===== config.mk =====
export PLATFORM = sky130hd
export DESIGN_NAME = shift_unit_pipe_flat
export DESIGN_NICKNAME = d
export VERILOG_FILES = /design/src/rtl/shift_unit_pipe_if.sv /design/src/rtl/shift_unit_pipe.sv /design/src/flat_wrapper.sv
export SDC_FILE = /design/constraint.sdc
export NUM_CORES = 1
export LEC_CHECK = 0
export ABC_CLOCK_PERIOD_IN_PS = 2200
export BUFFER_PORTS_ARGS = -buffer_cell sky130_fd_sc_hd__clkbuf_2
export CORE_MARGIN = 2
export CORE_UTILIZATION = 40
export DETAILED_ROUTE_END_ITERATION = 8
export SLEW_MARGIN = 20
export SYNTH_ARGS = -nofsm -noshare
export SYNTH_HDL_FRONTEND = slang
export SYNTH_SLANG_ARGS = --single-unit

===== constraint.sdc =====
create_clock -name clk -period 2.2 [get_ports clk]
set_input_delay 0 -clock clk [delete_from_list [all_inputs] [get_ports clk]]
set_output_delay 0 -clock clk [all_outputs]
set_load 0.02 [all_outputs]

===== src/rtl/shift_unit_pipe_if.sv =====
// rtl/shift_unit_pipe_if.sv - request/result handshake bundle for shift_unit_pipe
interface shift_unit_pipe_if #(
    parameter int WIDTH = 32,
    parameter int TAG_W = 5
);
    localparam int SHW = $clog2(WIDTH);

    logic             flush;
    logic             in_valid;
    logic             in_ready;
    logic [WIDTH-1:0] in_a;
    logic [SHW-1:0]   in_shamt;
    logic [1:0]       in_op;
    logic [TAG_W-1:0] in_tag;
    logic             out_valid;
    logic             out_ready;
    logic [WIDTH-1:0] out_res;
    logic [TAG_W-1:0] out_tag;

    modport master (
        output flush, in_valid, in_a, in_shamt, in_op, in_tag, out_ready,
        input  in_ready, out_valid, out_res, out_tag
    );

    modport slave (
        input  flush, in_valid, in_a, in_shamt, in_op, in_tag, out_ready,
        output in_ready, out_valid, out_res, out_tag
    );
endinterface


===== src/rtl/shift_unit_pipe.sv =====
// rtl/shift_unit_pipe.sv - pipelined barrel shifter (SLL/SRL/SRA/ROR) with per-stage backpressure
module shift_unit_pipe #(
    parameter int WIDTH  = 32,
    parameter int STAGES = 2,
    parameter int TAG_W  = 5
) (
    input  logic             clk,
    input  logic             rst_n,
    shift_unit_pipe_if.slave bus
);
    localparam int LVLS  = $clog2(WIDTH);
    localparam int BASE  = LVLS / STAGES;
    localparam int EXTRA = LVLS % STAGES;

    // First network level owned by stage s; earlier stages absorb the remainder.
    function automatic int stage_lo(input int s);
        return s * BASE + ((s < EXTRA) ? s : EXTRA);
    endfunction

    function automatic logic [WIDTH-1:0] shift_level(input logic [WIDTH-1:0] x,
                                                     input logic [1:0]       op,
                                                     input logic             sgn,
                                                     input int               k);
        int               amt;
        logic [WIDTH-1:0] hi_mask;
        amt     = 1 << k;
        hi_mask = ~({WIDTH{1'b1}} >> amt);
        case (op)
            2'b00:   return x << amt;
            2'b01:   return x >> amt;
            2'b10:   return (x >> amt) | (hi_mask & {WIDTH{sgn}});
            default: return (x >> amt) | (x << (WIDTH - amt));
        endcase
    endfunction

    logic [STAGES-1:0] v_q;
    logic [STAGES-1:0] adv;
    logic [STAGES-1:0] vin;
    logic [STAGES-1:0] sg_q;
    logic [STAGES-1:0] src_sg;
    logic [WIDTH-1:0]  d_q     [STAGES];
    logic [WIDTH-1:0]  d_n     [STAGES];
    logic [WIDTH-1:0]  src_d   [STAGES];
    logic [LVLS-1:0]   sh_q    [STAGES];
    logic [LVLS-1:0]   src_sh  [STAGES];
    logic [1:0]        op_q    [STAGES];
    logic [1:0]        src_op  [STAGES];
    logic [TAG_W-1:0]  tag_q   [STAGES];
    logic [TAG_W-1:0]  src_tag [STAGES];

    // A stage may advance when it is empty or the stage after it advances.
    always_comb begin
        adv = '0;
        adv[STAGES-1] = !v_q[STAGES-1] || bus.out_ready;
        for (int s = STAGES - 2; s >= 0; s--) begin
            adv[s] = !v_q[s] || adv[s+1];
        end
    end

    // The SRA fill bit is taken from the operand at accept and carried alongside.
    always_comb begin
        vin        = '0;
        src_sg     = '0;
        vin[0]     = bus.in_valid;
        src_d[0]   = bus.in_a;
        src_sh[0]  = bus.in_shamt;
        src_op[0]  = bus.in_op;
        src_tag[0] = bus.in_tag;
        src_sg[0]  = bus.in_a[WIDTH-1];
        for (int s = 1; s < STAGES; s++) begin
            vin[s]     = v_q[s-1];
            src_d[s]   = d_q[s-1];
            src_sh[s]  = sh_q[s-1];
            src_op[s]  = op_q[s-1];
            src_tag[s] = tag_q[s-1];
            src_sg[s]  = sg_q[s-1];
        end
    end

    always_comb begin
        for (int s = 0; s < STAGES; s++) begin
            d_n[s] = src_d[s];
            for (int k = 0; k < LVLS; k++) begin
                if (k >= stage_lo(s) && k < stage_lo(s + 1) && src_sh[s][k]) begin
                    d_n[s] = shift_level(d_n[s], src_op[s], src_sg[s], k);
                end
            end
        end
    end

    // Payload registers only load with a valid op so bubbles never disturb held data.
    always_ff @(posedge clk or negedge rst_n) begin
        if (!rst_n) begin
            v_q  <= '0;
            sg_q <= '0;
            for (int s = 0; s < STAGES; s++) begin
                d_q[s]   <= '0;
                sh_q[s]  <= '0;
                op_q[s]  <= '0;
                tag_q[s] <= '0;
            end
        end else begin
            for (int s = 0; s < STAGES; s++) begin
                if (adv[s]) begin
                    v_q[s] <= vin[s];
                    if (vin[s]) begin
                        d_q[s]   <= d_n[s];
                        sh_q[s]  <= src_sh[s];
                        op_q[s]  <= src_op[s];
                        tag_q[s] <= src_tag[s];
                        sg_q[s]  <= src_sg[s];
                    end
                end
            end
            if (bus.flush) begin
                v_q <= '0;
            end
        end
    end

    assign bus.in_ready  = adv[0];
    assign bus.out_valid = v_q[STAGES-1];
    assign bus.out_res   = d_q[STAGES-1];
    assign bus.out_tag   = tag_q[STAGES-1];
endmodule

===== src/flat_wrapper.sv =====
// flat-port wrapper written by rule: the top's interface ports become plain ports
module shift_unit_pipe_flat 
#(
    parameter int WIDTH  = 32,
    parameter int STAGES = 2,
    parameter int TAG_W  = 5
)
  (clk, rst_n, bus_flush, bus_in_valid, bus_in_a, bus_in_shamt, bus_in_op, bus_in_tag, bus_out_ready, bus_in_ready, bus_out_valid, bus_out_res, bus_out_tag);
  shift_unit_pipe_if #(.WIDTH(WIDTH), .TAG_W(TAG_W)) bus_i ();
  input  logic clk;
  input  logic rst_n;
  input wire logic [$bits(bus_i.flush)-1:0] bus_flush;
  input wire logic [$bits(bus_i.in_valid)-1:0] bus_in_valid;
  input wire logic [$bits(bus_i.in_a)-1:0] bus_in_a;
  input wire logic [$bits(bus_i.in_shamt)-1:0] bus_in_shamt;
  input wire logic [$bits(bus_i.in_op)-1:0] bus_in_op;
  input wire logic [$bits(bus_i.in_tag)-1:0] bus_in_tag;
  input wire logic [$bits(bus_i.out_ready)-1:0] bus_out_ready;
  output wire logic [$bits(bus_i.in_ready)-1:0] bus_in_ready;
  output wire logic [$bits(bus_i.out_valid)-1:0] bus_out_valid;
  output wire logic [$bits(bus_i.out_res)-1:0] bus_out_res;
  output wire logic [$bits(bus_i.out_tag)-1:0] bus_out_tag;
  assign bus_i.flush = bus_flush;
  assign bus_i.in_valid = bus_in_valid;
  assign bus_i.in_a = bus_in_a;
  assign bus_i.in_shamt = bus_in_shamt;
  assign bus_i.in_op = bus_in_op;
  assign bus_i.in_tag = bus_in_tag;
  assign bus_i.out_ready = bus_out_ready;
  assign bus_in_ready = bus_i.in_ready;
  assign bus_out_valid = bus_i.out_valid;
  assign bus_out_res = bus_i.out_res;
  assign bus_out_tag = bus_i.out_tag;
  shift_unit_pipe #(.WIDTH(WIDTH), .STAGES(STAGES), .TAG_W(TAG_W)) u_core (.clk(clk), .rst_n(rst_n), .bus(bus_i));
endmodule

==> flow_metrics.env <==
export IMPL_firstDrtPassIters=5
export IMPL_p_leak_uw=0.00345
export IMPL_finClkSkew_ns=0.00785
export IMPL_syn_avg_cell_area_um2=7.73
export IMPL_fin_crit_ns=1.93
export IMPL_postSynthCellCount=949
export IMPL_die_area_um2=19400
export IMPL_wl_per_cell_um=20.7
export IMPL_drv_slew=0
export IMPL_grt_usage_pct=25.7
export IMPL_synth_flop_cell="dfrtp_1"
export IMPL_die_w_um=139
export IMPL_ys_ff_latch=81
export IMPL_routabilityCongestion=0.947
export IMPL_vias=7709
export IMPL_numClockSinks=81
export IMPL_fp_dieH_um=139
export IMPL_timing_rr_start="u_core.op_q[2]$_DFFE_PN0P_"
export IMPL_ctsRootBufferMaster="clkbuf_16"
export IMPL_core_area_um2=18000
export IMPL_total_power_uw=5490
export IMPL_ys_types=75
export IMPL_yosysTopAreaCell="dfrtp_1"
export IMPL_ioPinCount=88
export IMPL_power_frac_seq_pct=37.0
export IMPL_path_max_fanout=14
export IMPL_slew_headroom_pct=47.9
export IMPL_n_antenna_cell=0
export IMPL_synth_area_leaders="dfrtp_1 (28%), nand2_1 (7.9%), o21ai_0 (4.9%)"
export IMPL_cts_buffer_depth=2
export IMPL_whs_endpoint="u_core.sg_q[0]$_DFFE_PN0P_"
export IMPL_worstSetupEndpointType="register"
export IMPL_period_share_pct=87.7
export IMPL_post_cts_buffers=0
export IMPL_clkTransAtPathRegs_ns=0.06
export IMPL_max_cap_violations=0
export IMPL_via_per_inst=6.31
export IMPL_swShare_pct=38.9
export IMPL_post_synth_top_count_cell="nand2_1"
export IMPL_clkLatencyLatePin_ns=0.34
export IMPL_fill_cells=1837
export IMPL_num_rows=49
export IMPL_intPower_uw=3360
export IMPL_ys_warn_count=0
export IMPL_comb_power_share_pct=38.7
export IMPL_fin_setup_tns_ns=0
export IMPL_ys_seq_area_share_pct=27.6
export IMPL_hold_viol=0
export IMPL_ir_drop_v=0.000563
export IMPL_setup_viol=0
export IMPL_htree_levels=3
export IMPL_rr_worst_depth=5
export IMPL_tightestPinTransition_ns=0.779
export IMPL_layout_drive_gt1_share_pct=20.1
export IMPL_grt_max_degree=58
export IMPL_start_util_pct=40.8
export IMPL_synth_top_cell_area_share_pct=27.6
export IMPL_cts_tree="yes"
export IMPL_register_area_um2=2030
export IMPL_synth_edf_count=0
export IMPL_synth_cell_area_um2=7340
export IMPL_multi_input_area_um2=4620
export IMPL_ant_nets=0
export IMPL_regToRegSetupSlack_ns=0.27
export IMPL_critPathKind="reg2reg"
export IMPL_worstPathArrival_ns=2.12
export IMPL_syn_to_final_growth_pct=12.8
export IMPL_clockPowerShare_pct=24.3
export IMPL_r2r_end="u_core.bus.out_res[8]$_DFFE_PN0P_"
export IMPL_synthesis_nets=998
export IMPL_cts_buffers=9
export IMPL_drc=0
export IMPL_antenna_found_initial=0
export IMPL_startpoint_type="register"
export IMPL_async_reset_ff_share_pct=100
export IMPL_fmaxAchievable_ghz=0.518
export IMPL_cts_resized=0
export IMPL_required_ns=2.39
export IMPL_yosys_top_cells_count="nand2_1 (155), dfrtp_1 (81), o21ai_0 (72)"
export IMPL_grt_overflow_total=0
export IMPL_status="completed"
export IMPL_p_per_area_nw_per_um2=663
export IMPL_hold_depth=3
export IMPL_final_nets=1039
export IMPL_grt_pass1_wl_mm=39.9
export IMPL_dpl_hpwl_mm=18.8
export IMPL_drt_iter0_drc=1042
export IMPL_port_buffers=87
export IMPL_grt_pass1_vias=6926
export IMPL_switchingPower_uw=2130
export IMPL_min_path_type="in2reg"
export IMPL_hold_start="bus_in_a[31]"
export IMPL_rsz0062_at_grt="no"
export IMPL_drt_total_wl_mm=25.3
-- worst max-delay path by stage --
| stage | from | depth (start not counted) | end | slack (ns) |
|---|---|---|---|---|
| floorplan | u_core.v_q[1]$_DFFE_PN0P_ | 5 | u_core.sg_q[0]$_DFFE_PN0P_ | 0.34 |
| global placement | bus_in_op[1] | 6 | u_core.d_q[58]$_DFFE_PN0P_ | 0.15 |
| detailed placement | bus_in_op[1] | 6 | u_core.d_q[58]$_DFFE_PN0P_ | 0.16 |
| CTS | u_core.op_q[2]$_DFFE_PN0P_ | 5 | u_core.bus.out_res[28]$_DFFE_PN0P_ | 0.29 |
| global route | u_core.op_q[2]$_DFFE_PN0P_ | 6 | u_core.bus.out_res[8]$_DFFE_PN0P_ | 0.13 |
| finish | u_core.op_q[2]$_DFFE_PN0P_ | 5 | u_core.bus.out_res[8]$_DFFE_PN0P_ | 0.27 |
-- stage by stage --
stage	hold WS [ns]	cells	instance area (um^2)	setup slack [ns]	utilization [%]
finish	0.0980	1222	8280	0.271	46.1
global route	0.127	1222	8280	0.130	46.1
CTS	0.0886	1222	8280	0.294	46.1
detailed placement	0.0435	1197	7910	0.165	44.0
global placement	0.0431	1197	7910	0.150	44.0
floorplan	-0.296	949	7340	0.343	-
-- layout by cell type, fill, tap and decap left out, types with 13 or more instances in the layout --
cell type / n
nand3_1: 19
nand2b_1: 26
o21a_1: 13
a31oi_1: 40
nor2_1: 70
mux2i_1: 34
a21oi_1: 68
a211oi_1: 16
nand2_1: 154
o22ai_1: 36
o21ai_0: 72
clkbuf_2: 85
buf_4: 45
dfrtp_1: 80
mux2_2: 18
a311oi_1: 17
-- cells by family after synthesis --
kind of cell / after synthesis / share of synthesized area (%)
compound gates: 356 / 33.0
buf+inv: 128 / 9.45
flops: 81 / 27.6
mux: 59 / 9.55
simple gates: 325 / 20.3
-- sequential cells by signal, indices dropped and copies added, names as in the netlist --
| register | count |
|---|---|
| u_core.sh_q | 2 |
| u_core.sg_q | 1 |
| u_core.v_q | 2 |
| u_core.bus.out_res | 32 |
| u_core.op_q | 2 |
| u_core.bus.out_tag | 5 |
| u_core.d_q | 32 |
| u_core.src_tag | 5 |
-- power groups by stage --
| stage | clock network (uW) | registers [uW] | logic, uW |
|---|---|---|---|
| global placement | 0 | 2050 | 2070 |
| CTS | 1370 | 2020 | 2100 |
| finish | 1330 | 2030 | 2120 |
| floorplan | 0 | 1960 | 1580 |
| global route | 1420 | 2070 | 2310 |
| detailed placement | 0 | 2050 | 2080 |
-- worst max-delay path: stages, from the launching register on --
cell     delay, ns
dfrtp_1       0.65
mux2_2        0.39
a22oi_1       0.14
a21oi_1       0.13
a21oi_1       0.33
o21ai_0       0.13
-- layout make-up --
cell class | count | share of cell area [%]
Clock buffer | 13 | 3.02
Clock inverter | 1 | 0.0605
Timing Repair Buffer | 150 | 12.7
Tap cell | 229 | 3.46
Multi-Input combinational cell | 740 | 55.9
Sequential cell | 81 | 24.5
Inverter | 8 | 0.363
-- what timing repair did --
| action | CTS | global route |
|---|---|---|
| endpoints found under the hold margin | 50 | 0 |
| endpoints found under the setup margin | 0 | 0 |
| hold buffers | 11 | 0 |
-- layer usage --
| metal | wire (um) | track usage (%) | part of all wire (%) | vias up |
|---|---|---|---|---|
| li1 | - | - | - | 3581 |
| met5 | 0 | 0 | 0 | - |
| met4 | 811 | 9.94 | 3.2 | 0 |
| met1 | 11300 | 37.5 | 45 | 3676 |
| met3 | 2090 | 3.85 | 8.2 | 50 |
| met2 | 11100 | 38.3 | 44 | 402 |
Note: power is estimated with default switching activity, not from simulation.
